### src/rtl/arb_pkg.sv
// Shared definitions for the arbiter requester agent: per-channel state encoding and
// default widths.
package arb_pkg;

  typedef logic [1:0] chan_state_t;

  localparam chan_state_t ST_IDLE = 2'd0;
  localparam chan_state_t ST_WAIT = 2'd1;
  localparam chan_state_t ST_OWN  = 2'd2;
  localparam chan_state_t ST_DONE = 2'd3;

  localparam int unsigned N_DEF  = 4;
  localparam int unsigned LW_DEF = 4;

endpackage

### src/rtl/arb_req_chan.sv
// One requester channel: accepts a job and requests the arbiter. It consumes one beat per
// granted cycle and reports completion, preemption and starvation.
module arb_req_chan
  import arb_pkg::*;
#(
  parameter int unsigned LW         = LW_DEF,
  parameter int unsigned SW         = 6,
  parameter int unsigned STARVE_LIM = 8
) (
  input  logic          clk,
  input  logic          reset,
  input  logic          i_job_valid,
  input  logic [LW-1:0] i_job_len,
  input  logic          i_gnt,
  output logic          o_job_ready,
  output logic          o_req,
  output logic          o_beat,
  output logic          o_done,
  output logic          o_preempt,
  output logic          o_starve
);

  chan_state_t   r_state, w_state_d;
  logic [LW-1:0] r_rem, w_rem_d;
  logic [SW-1:0] r_wait, w_wait_d;
  logic          r_req, r_done, r_preempt, r_starve;
  logic          w_req_d, w_done_d, w_preempt_d, w_starve_d, w_beat;

  always_ff @(posedge clk or posedge reset) begin
    if (reset) begin
      r_state   <= ST_IDLE;
      r_rem     <= '0;
      r_wait    <= '0;
      r_req     <= 1'b0;
      r_done    <= 1'b0;
      r_preempt <= 1'b0;
      r_starve  <= 1'b0;
    end else begin
      r_state   <= w_state_d;
      r_rem     <= w_rem_d;
      r_wait    <= w_wait_d;
      r_req     <= w_req_d;
      r_done    <= w_done_d;
      r_preempt <= w_preempt_d;
      r_starve  <= w_starve_d;
    end
  end

  always_comb begin
    w_state_d = r_state;
    w_rem_d   = r_rem;
    case (r_state)
      ST_IDLE: begin
        if (i_job_valid) begin
          if (i_job_len != '0) begin
            w_state_d = ST_WAIT;
            w_rem_d   = i_job_len;
          end else begin
            w_state_d = ST_DONE;
          end
        end
      end
      ST_WAIT: begin
        if (i_gnt) w_state_d = (r_rem > LW'(1)) ? ST_OWN : ST_DONE;
      end
      ST_OWN: begin
        if (!i_gnt)                w_state_d = ST_WAIT;
        else if (r_rem == LW'(1))  w_state_d = ST_DONE;
      end
      default: w_state_d = ST_IDLE;
    endcase
    // Guarded decrement keeps rem from wrapping below zero.
    if (w_beat && (r_rem != '0)) w_rem_d = r_rem - LW'(1);
  end

  always_comb begin
    w_beat      = i_gnt && ((r_state == ST_WAIT) || (r_state == ST_OWN));
    o_job_ready = (r_state == ST_IDLE);
    w_req_d     = (w_state_d == ST_WAIT) || (w_state_d == ST_OWN);
    w_done_d    = (w_state_d == ST_DONE) && (r_state != ST_DONE);
    w_preempt_d = (r_state == ST_OWN) && !i_gnt;
    w_starve_d  = (r_state == ST_WAIT) && (r_wait >= SW'(STARVE_LIM));
    w_wait_d    = '0;
    if ((r_state == ST_WAIT) && !i_gnt) w_wait_d = (r_wait == '1) ? r_wait : r_wait + SW'(1);
  end

  assign o_beat    = w_beat;
  assign o_req     = r_req;
  assign o_done    = r_done;
  assign o_preempt = r_preempt;
  assign o_starve  = r_starve;

endmodule

### src/rtl/arb_requester.sv
// Requester-side agent for a fixed-priority arbiter: N independent channels plus a
// registered check that flags grants to more than one channel or to an idle channel.
module arb_requester
  import arb_pkg::*;
#(
  parameter int unsigned N          = N_DEF,
  parameter int unsigned LW         = LW_DEF,
  parameter int unsigned SW         = 6,
  parameter int unsigned STARVE_LIM = 8
) (
  input  logic          clk,
  input  logic          reset,
  input  logic [N-1:0]  i_Job_Valid,
  input  logic [N*LW-1:0] i_Job_Len,
  output logic [N-1:0]  o_Job_Ready,
  output logic [N-1:0]  o_Req,
  input  logic [N-1:0]  i_Gnt,
  output logic [N-1:0]  o_Beat,
  output logic [N-1:0]  o_Done,
  output logic [N-1:0]  o_Preempt,
  output logic [N-1:0]  o_Starve,
  output logic          o_Gnt_Err
);

  logic w_multi, w_seen, w_idle_gnt, r_gnt_err;

  for (genvar k = 0; k < N; k++) begin : g_chan
    arb_req_chan #(
      .LW         (LW),
      .SW         (SW),
      .STARVE_LIM (STARVE_LIM)
    ) u_chan (
      .clk         (clk),
      .reset       (reset),
      .i_job_valid (i_Job_Valid[k]),
      .i_job_len   (i_Job_Len[k*LW +: LW]),
      .i_gnt       (i_Gnt[k]),
      .o_job_ready (o_Job_Ready[k]),
      .o_req       (o_Req[k]),
      .o_beat      (o_Beat[k]),
      .o_done      (o_Done[k]),
      .o_preempt   (o_Preempt[k]),
      .o_starve    (o_Starve[k])
    );
  end

  always_comb begin
    w_multi = 1'b0;
    w_seen  = 1'b0;
    for (int k = 0; k < N; k++) begin
      if (i_Gnt[k]) begin
        if (w_seen) w_multi = 1'b1;
        w_seen = 1'b1;
      end
    end
    w_idle_gnt = |(i_Gnt & o_Job_Ready);
  end

  always_ff @(posedge clk or posedge reset) begin
    if (reset) r_gnt_err <= 1'b0;
    else       r_gnt_err <= w_multi || w_idle_gnt;
  end

  assign o_Gnt_Err = r_gnt_err;

endmodule

### config.mk
export PLATFORM = sky130hd
export DESIGN_NAME = arb_requester
export DESIGN_NICKNAME = d
export VERILOG_FILES = /design/src/rtl/arb_pkg.sv /design/src/rtl/arb_req_chan.sv /design/src/rtl/arb_requester.sv
export SDC_FILE = /design/constraint.sdc
export NUM_CORES = 1
export LEC_CHECK = 0
export BUFFER_PORTS_ARGS = -buffer_cell sky130_fd_sc_hd__buf_4
export CORE_UTILIZATION = 63
export DETAILED_ROUTE_END_ITERATION = 8
export MAX_ROUTING_LAYER = met4
export PLACE_DENSITY = 0.84
export SETUP_SLACK_MARGIN = 0.3
export SYNTH_ARGS = -nofsm -noshare
export SYNTH_HDL_FRONTEND = slang
export SYNTH_SLANG_ARGS = --single-unit
### constraint.sdc
create_clock -name clk -period 4.9 [get_ports clk]
set_input_delay 0.49 -clock clk [delete_from_list [all_inputs] [get_ports clk]]
set_output_delay 0.49 -clock clk [all_outputs]
set_load 0.1 [all_outputs]
### Word level (Yosys, flattened, before mapping)

Index checks and enable logic that the tools add are counted.

| cells by class | value |
|---|---|
| $add $sub $neg | 8 |
| order comparisons | 8 |
| equal/unequal tests | 36 |
| multiplexer cells | 61 |
| bitwise operators | 1 |
| reduce and logical (&&, ||, !) cells | 66 |

Operators with widths:

| cell | count |
|---|---|
| $mux 4 | 16 |
| $mux 6 | 8 |
| $mux 2 | 20 |
| $reduce_bool 4->1 | 8 |
| $add 6x1->6 const B | 4 |
| $eq 2x2->1 const B | 12 |
| $eq 6x6->1 const B | 4 |
| $ge 6x4->1 const B | 4 |
| $logic_and 1x1->1 | 24 |
| $pmux 2 s3 | 4 |
| $reduce_bool 2->1 | 12 |
| $eq 2x1->1 const B | 8 |
| $eq 4x1->1 const B | 4 |
| $gt 4x1->1 const B | 4 |
| $ne 2x2->1 const B | 8 |
| $sub 4x1->4 const B | 4 |
| $mux 1 | 13 |
| $reduce_and 3->1 | 4 |
| $logic_or 1x1->1 | 9 |
| $logic_not 2->1 | 4 |
| $and 4x4->4 | 1 |
| $logic_not 1->1 | 4 |
| $reduce_or 4->1 | 1 |

| storage, ports and cells | value |
|---|---|
| flip-flop bits (word level) | 65 |
| bits of input ports | 26 |
| output and inout port bits | 25 |
| word-level logic and storage cells | 209 |

### Depth between registers and ports, before layout

Gate-level depths: netlist (run 1).

| logic depth | value |
|---|---|
| depth in word-level cells | 8 |
| mapped depth | 8 |
| gate-level depth less buffers | 8 |

### By module

From an unflattened synthesis (run 1), not the netlist that was laid out.

| unflattened totals | value |
|---|---|
| cell total of the unflattened synthesis | 375 |
| area total of the unflattened synthesis | 3824.9 µm² |

Modules (own cells, without submodules):

| module | instances | cells an instance | area an instance (µm²) |
|---|---|---|---|
| arb_req_chan | 4 | 92 | 937.1 |
| arb_requester | 1 | 7 | 76.3 |

### Worst setup path before layout (run 1)

Ideal clock, no wire load.

| timing | value |
|---|---|
| kind | input to register |
| start point | in i_Job_Len[9] |
| end point | reg g_chan[2].u_chan.r_rem[2] |
| arrival time | 1.622 ns |
| required time | 4.777 ns |
| setup slack | 3.155 ns |
| cell stages on the path | 4 |
| cells stage by stage | or4_4 nor2b_4 mux2_2 o221a_1 |

| on the way | value |
|---|---|
| cells in the longest elaborated chain, start to end | 3 |

Ends and longest elaborated chain:

| item | line | RTL |
|---|---|---|
| start: declaration | arb_requester.sv:14 | `input logic [N*LW-1:0] i_Job_Len,` |
| $reduce_bool 4->1 | arb_req_chan.sv:55 | `if (i_job_len != '0) begin` |
| $reduce_bool 2->1 (no line) | n/a |  |
| $reduce_and 3->1 (no line) | n/a |  |
| end signal: assignment | arb_req_chan.sv:40 | `r_rem <= w_rem_d;` |
| end: declaration | arb_req_chan.sv:24 | `logic [LW-1:0] r_rem, w_rem_d;` |

Every way passes these cells.
A chain may end at the register's enable or synchronous reset.

### Worst setup path after layout (run 1)

| timing | value |
|---|---|
| start point | reg g_chan[3].u_chan.r_state[1] |
| end point | out o_Beat[3] |

| on the way | value |
|---|---|
| cells in the longest elaborated chain, start to end | 3 |
| elaborated cells on any way between the ends | 4 |
| classes of those cells | 2 x eq/ne; 2 x reduce/logical |

Ends and longest elaborated chain:

| item | line | RTL |
|---|---|---|
| start: declaration | arb_req_chan.sv:23 | `chan_state_t r_state, w_state_d;` |
| start signal: assignment | arb_req_chan.sv:39 | `r_state <= w_state_d;` |
| $eq 2x1->1 / $eq 2x2->1 (equally long branches) | arb_req_chan.sv:77 | `w_beat = i_gnt && ((r_state == ST_WAIT) \|\| (r_state == ST_OWN));` |
| $logic_or 1x1->1 (*) | arb_req_chan.sv:77 |  |
| $logic_and 1x1->1 (*) | arb_req_chan.sv:77 |  |
| end: declaration | arb_requester.sv:18 | `output logic [N-1:0] o_Beat,` |

Every way passes the cells marked *; elsewhere a longest branch is shown, timed or not.

==> results of run 1 <==
power breakdown:
| part | total (mW) | switching (mW) | leakage [nW] | internal, mW |
|---|---|---|---|---|
| registers | 0.821 | 0.131 | 0.840 | 0.690 |
| logic | 1.53 | 1.05 | 1.17 | 0.477 |
| clock network | 0.480 | 0.193 | 0.112 | 0.287 |
area by class of cell:
type / count / area share (%)
Tap cell: 75 / 2.11
Clock buffer: 13 / 4.02
Inverter: 31 / 2.61
Multi-Input combinational cell: 270 / 45.3
Clock inverter: 2 / 0.787
Sequential cell: 65 / 36.5
Timing Repair Buffer: 51 / 8.60
layer usage:
layer  global-route usage (%)  part of all wire, %  up-vias
met3                     5.96                  5.1       11
met1                     32.2                   44     1425
met5                        -                    0        -
li1                         -                    -     1438
met4                     9.82                  1.4        0
met2                     43.6                   49      102
Yosys cell counts, types with 8 or more instances:
cell     instances
o21ai_0         20
nor2b_1         12
nand3_1         17
inv_1           31
a31oi_1         13
nor2_1          28
dfrtp_1         65
nor3_1           8
mux2_2           8
nand2_1         19
ha_1            40
buf_4           24
a21oi_1         15
mux2i_1         15
cell families after synthesis:
logic type	Yosys count	share of synthesized area, %
buffers and inverters	59	7.96
DFF	65	41.1
muxes	23	6.07
adders and majority gates	40	12.6
xor gates and xnor gates	9	1.99
and+or+nand+nor	115	15.4
AOI/OAI and AO/OA	83	14.9
worst max path at each step:
stage | from | endpoint | slack, ns
after floorplan | reset | g_chan[0].u_chan.o_done$_DFF_PP0_ | 2.78
after global placement | i_Job_Len[13] | g_chan[3].u_chan.o_req$_DFF_PP0_ | 3.01
after detailed placement | i_Job_Len[13] | g_chan[3].u_chan.o_done$_DFF_PP0_ | 2.94
after CTS | g_chan[3].u_chan.r_state[1]$_DFF_PP0_ | o_Beat[3] | 2.80
after global routing | g_chan[3].u_chan.r_state[1]$_DFF_PP0_ | o_Beat[3] | 2.73
final | g_chan[3].u_chan.r_state[1]$_DFF_PP0_ | o_Beat[3] | 2.82
stage by stage:
stage | setup slack (ns) | std cells
after floorplan | 2.78 | 394
final | 2.82 | 507
after global placement | 3.01 | 492
after global routing | 2.73 | 507
after detailed placement | 2.94 | 492
after CTS | 2.80 | 507
state kept, by name, summed over array words and instances, names as in the netlist:
register	count
g_chan.u_chan.r_wait	24
g_chan.u_chan.r_rem	16
g_chan.u_chan.r_state	8
g_chan.u_chan.o_done	4
g_chan.u_chan.o_preempt	4
g_chan.u_chan.o_req	4
g_chan.u_chan.o_starve	4
o_Gnt_Err	1
tightest hold or removal path: stages:
cell,delay (ns)
buf_4,0.11
inv_2,0.04
buf_4,0.61
==> results_dict.tcl, run 1 <==
set metrics [dict create \
    number_of_flops_mapped_to_enable_cells_by_yosys 0 \
    reg2reg_to "g_chan[3].u_chan.r_rem[3]$_DFFE_PP0P_" \
    antenna_found_initial 0 \
    worst_path_most_repeated_cell "inv_1" \
    r2r_setup_slack_ns 2.95 \
    hold_slack_ns 0.395 \
    sequential_cell_area_um2 1630 \
    grt_overflow 0 \
    clock_slew_at_the_register_clock_pins_of_the_worst_setup_and_hold_paths_ns 0.06 \
    cts.repair_timing.setup_buffer_count 0 \
    placement_rows 28 \
    maxSlewHeadroom_pct 47.0 \
    most-common-layout-cells "65 x dfrtp_1, 51 x buf_4, 40 x ha_1" \
    post-synth-top-area-cell "dfrtp_1" \
    fin_worst_skew_ns 0.00783 \
    detail_route.vias_per_cell 5.87 \
    hold_buffers 0 \
    synth.top_cell.area_share_pct 41.1 \
    clockBufferDepth 2 \
    groute.usage.overall_pct 26.7 \
    max-vdd-ir-drop_mv 0.623 \
    cp_num_buf_inv 3 \
    worst-slew-pin-transition_ns 0.794 \
    grt_setup_unrepaired "no" \
    timing.final.crit_share_pct 42.5 \
    post_synthesis_sequential_element_count 65 \
    timing.final.hold_violations 0 \
    total_leakage_power_nw 2.12 \
    first_pass_iteration_count_of_the_detailed_router 4 \
    status "complete, no violations" \
    power_per_cell_area_nw_per_um2 635 \
    drc 0 \
    crit_arrival_ns 1.59 \
    first_global_vias 2888 \
    clock_latency_ns 0.34 \
    synth_flop_cell "dfrtp_1" \
    asyncSetResetFlopFracSynth_pct 100 \
    instance_count_on_the_critical_path 5 \
    netlist-cell-type-count 45 \
    ff2ff_path_depth 6 \
    critical_path_required_ns 4.41 \
    finalCoreUtilization_pct 74.3 \
    cts_tree "built" \
    cts_buffers 9 \
    post-layout-total-power_mw 2.83 \
    clock_tree.htree_level_count 3 \
    detailedRoute.firstIterationViolations 154 \
    cap_viol_max_count 0 \
    n_antenna_cell 0 \
    floorplan.core_area_um2 5990 \
    max_freq_ghz 0.480 \
    routed_wirelength_mm 7.55 \
    drive_above_1_share_pct 19.2 \
    multiInputGateArea_um2 2020 \
    cp_top_family "buffers and inverters" \
    grt_pass1_wl_mm 12.9 \
    clock-sinks 65 \
    post_dp_hpwl_mm 5.45 \
    path_cells "inv_1 > ha_1 > nand2_1 > inv_1 > buf_4" \
    ctsRootBufferMaster "clkbuf_8" \
    tns_ns 0 \
    post_cts_resize_count 0 \
    area_delta_synth_final_pct 12.4 \
    die_height_um 81.3 \
    post_synth_instance_area_um2 3960 \
    crit_path_max_incr_delay_ns 0.42 \
    synth_top_cells_by_area "dfrtp_1 41%, ha_1 13%, buf_4 4.5%" \
    vias 2976 \
    design.portCount 51 \
    drv_slew 0 \
    worst_path_max_delay_cell "dfrtp_1" \
    crit_type "reg -> out" \
    synth_sequential_area_ratio_pct 41.1 \
    fillerInstances 444 \
    worstReg2RegStart "g_chan[3].u_chan.r_state[1]$_DFF_PP0_" \
    hold_path.class "in -> async" \
    shortest_clock_period_the_worst_path_allows_after_layout_ns 2.08 \
    layout_commonest_cell "dfrtp_1" \
    place.port_buffers 50 \
    fp.dieArea_um2 6610 \
    pin_count_of_the_biggest_net_entering_global_routing 66 \
    setup_viol_count_final 0 \
    crit_fanout 4 \
    finish.net_count 494 \
    route.detailed.wl_per_inst_um 14.9 \
    critPathLaunchType "register" \
    syn_nets 460 \
    die_w_um 81.3 \
    place.gp.congestion 0.863 \
    syn_inst 394 \
    initial_core_util_pct 66.1 \
    placedInstanceArea_um2 4240 \
    final_antenna_net_count 0 \
    critPathCaptureType "output pin" \
    fin_area_um2 4450 \
    yosys_warnings 0 \
    synthesis.area_per_instance_um2 10.1 \
]
Note: power is estimated with default switching activity, not from simulation.
==> run 2, diff against run 1 <==
--- a/config.mk
+++ b/config.mk
@@ -6,10 +6,10 @@
 export NUM_CORES = 1
 export LEC_CHECK = 0
 export BUFFER_PORTS_ARGS = -buffer_cell sky130_fd_sc_hd__buf_4
-export CORE_UTILIZATION = 63
+export CORE_UTILIZATION = 53
 export DETAILED_ROUTE_END_ITERATION = 8
 export MAX_ROUTING_LAYER = met4
-export PLACE_DENSITY = 0.84
+export PLACE_DENSITY = 0.75
 export SETUP_SLACK_MARGIN = 0.3
 export SYNTH_ARGS = -nofsm -noshare
 export SYNTH_HDL_FRONTEND = slang
==> constraint.sdc (replaced) <==
create_clock -name clk -period 1.7 [get_ports clk]
set_input_delay 0.17 -clock clk [delete_from_list [all_inputs] [get_ports clk]]
set_output_delay 0.17 -clock clk [all_outputs]
set_load 0.1 [all_outputs]
==> results_dict.tcl, run 2 (synthesis gave the netlist of run 1 again) <==
set metrics [dict create \
    total_leakage_power_nw 2.60 \
    max_freq_ghz 0.589 \
    critPathLaunchType "register" \
    place_worst_setup_slack_ns 0.00444 \
    max-vdd-ir-drop_mv 1.41 \
    power_frac_clock_pct 11.6 \
    critical_path_required_ns 1.95 \
    finish.net_count 567 \
    worst_path_max_delay_cell "dfrtp_1" \
    fp.dieArea_um2 7820 \
    drive_above_1_share_pct 50.2 \
    post_dp_hpwl_mm 5.76 \
    grt_overflow 0 \
    final_antenna_net_count 0 \
    detailedRoute.firstIterationViolations 172 \
    switching_share_pct 45.5 \
    design.portCount 51 \
    hold_slack_ns 0.0889 \
    timing.final.hold_violations 0 \
    finalCoreUtilization_pct 81.7 \
    critPathCaptureType "register" \
    largest_register "g_chan.u_chan.r_wait" \
    post-layout-total-power_mw 11.9 \
    first_pass_iteration_count_of_the_detailed_router 5 \
    cap_viol_max_count 0 \
    clock_tree.htree_level_count 3 \
    clock-sinks 65 \
    pwr-share-comb_pct 68.0 \
    die_w_um 88.4 \
    die_height_um 88.4 \
    area_delta_synth_final_pct 49.7 \
    detail_route.vias_per_cell 5.70 \
    path_cells "buf_4 > ha_4 > a21oi_1 > nor2_1 > nor2_1 > a21oi_2 > buf_4 > buf_4 > buf_4" \
    floorplan.core_area_um2 7250 \
    vias 3447 \
    critPathCapture "g_chan[2].u_chan.r_state[1]$_DFF_PP0_" \
    power_per_cell_area_nw_per_um2 2010 \
    flip_flop_count_of_the_largest_register_all_copies_and_words_added 24 \
    setup_viol_count_final 0 \
    critical_path.startpoint "g_chan[2].u_chan.r_state[1]$_DFF_PP0_" \
    drc 0 \
    fillerInstances 384 \
    cts_tree "built" \
    cts_buffers 9 \
    first_global_vias 3138 \
    place.port_buffers 50 \
    maxSlewHeadroom_pct 69.5 \
    drv_slew 0 \
    r2r_setup_slack_ns 0.003 \
    clockBufferDepth 2 \
    shortest_clock_period_the_worst_path_allows_after_layout_ns 1.70 \
    ctsRootBufferMaster "clkbuf_8" \
    groute.usage.overall_pct 25.6 \
    finalWorstSetupSlack_ns 0.00262 \
    p_int_mw 6.50 \
    grt_setup_unrepaired "yes" \
    clock_latency_ns 0.35 \
    seq_power_share_pct 20.3 \
    layout_commonest_cell "buf_4" \
    initial_core_util_pct 54.6 \
    antenna_found_initial 0 \
    worstReg2RegStart "g_chan[2].u_chan.r_state[1]$_DFF_PP0_" \
    n_antenna_cell 0 \
    largest_registers "g_chan.u_chan.r_wait (24), g_chan.u_chan.r_rem (16), g_chan.u_chan.r_state (8)" \
    worst_path_most_repeated_cell "buf_4" \
    most-common-layout-cells "92 x buf_4, 62 x dfrtp_1, 23 x nor2_1" \
    reg2reg_to "g_chan[2].u_chan.r_state[1]$_DFF_PP0_" \
    status "complete, no violations" \
    clock_slew_at_the_register_clock_pins_of_the_worst_setup_and_hold_paths_ns 0.08 \
    crit_arrival_ns 1.94 \
    grt_pass1_wl_mm 14.7 \
    crit_fanout 4 \
    hold_path.class "in -> reg" \
    crit_path_max_incr_delay_ns 0.41 \
    net-switching-power_mw 5.43 \
    timing.final.crit_share_pct 99.8 \
    routed_wirelength_mm 11.3 \
    placement_rows 31 \
    pin_count_of_the_biggest_net_entering_global_routing 66 \
    ff2ff_path_depth 9 \
    fin_worst_skew_ns 0.0121 \
    worst-slew-pin-transition_ns 0.453 \
    crit_type "reg -> reg" \
    route.detailed.wl_per_inst_um 18.6 \
    place.gp.congestion 0.843 \
]
[run 2: cell types whose count changed in the layout (fill, tap and decap cells not counted), moves of 11 or more]
cell,change
inv_2,+13
o21ai_0,-11
ha_1,-25
buf_4,+41
buf_6,+20
ha_4,+19
inv_1,-18
[run 2: power by group through the flow]
stage	clock network [mW]	logic, mW	registers (mW)
detailed placement	0	5.22	2.39
CTS	1.37	6.52	2.36
finish	1.39	8.12	2.43
floorplan	0	4.25	2.40
global placement	0	5.09	2.39
global route	1.47	8.54	2.47
[run 2: cell type report]
type | instances | area (um2) | share of cell area (%)
clock buffer | 14 | 173 | 2.91
clock inverter | 2 | 35.0 | 0.591
inverter | 31 | 130 | 2.19
multi-input combinational | 270 | 2680 | 45.3
sequential | 65 | 1630 | 27.5
tap | 99 | 124 | 2.09
timing repair buffer | 124 | 1150 | 19.5
[run 2: layer usage]
metal	vias up	GRT usage, %	part of all wire, %
met4	0	9.09	2.0
met2	108	42.5	53
li1	1596	-	-
met1	1722	31.0	41
met3	21	4.94	4.0
met5	-	-	0
[run 2: how the worst min path moves through the flow]
stage	from	to	slack [ns]	cells past startpoint
after floorplan	reset	g_chan[0].u_chan.o_done$_DFF_PP0_	0.31	1
after global placement	reset	g_chan[2].u_chan.r_rem[1]$_DFFE_PP0P_	0.29	3
after detailed placement	reset	g_chan[0].u_chan.o_starve$_DFF_PP0_	0.31	3
after CTS	i_Job_Len[6]	g_chan[1].u_chan.r_rem[2]$_DFFE_PP0P_	0.08	2
after global routing	i_Job_Len[6]	g_chan[1].u_chan.r_rem[2]$_DFFE_PP0P_	0.08	2
final	i_Job_Len[7]	g_chan[1].u_chan.r_rem[3]$_DFFE_PP0P_	0.09	2
[run 2: through the flow]
stage                     cells  TNS, ns  cell area (um2)
after floorplan             394        0             4210
after global placement      531        0             4640
after detailed placement    531        0             4640
after CTS                   584        0             5360
after global routing        605   -0.153             5930
final                       605        0             5930
[run 2: what timing repair did]
action,in CTS,in global routing
hold buffers,1,0
endpoints found under the setup margin,32,46
pin swaps,18,27
endpoints found under the hold margin,65,0
buffers inserted,36,21
resized for setup,62,80
[run 2: critical path, delay by kind of cell, from the launching register on]
kind / cells / cell delay [ns]
compound gates: 2 / 0.26
simple gates: 2 / 0.19
buf+inv: 4 / 0.56
flops: 1 / 0.41
fa+ha+maj: 1 / 0.17
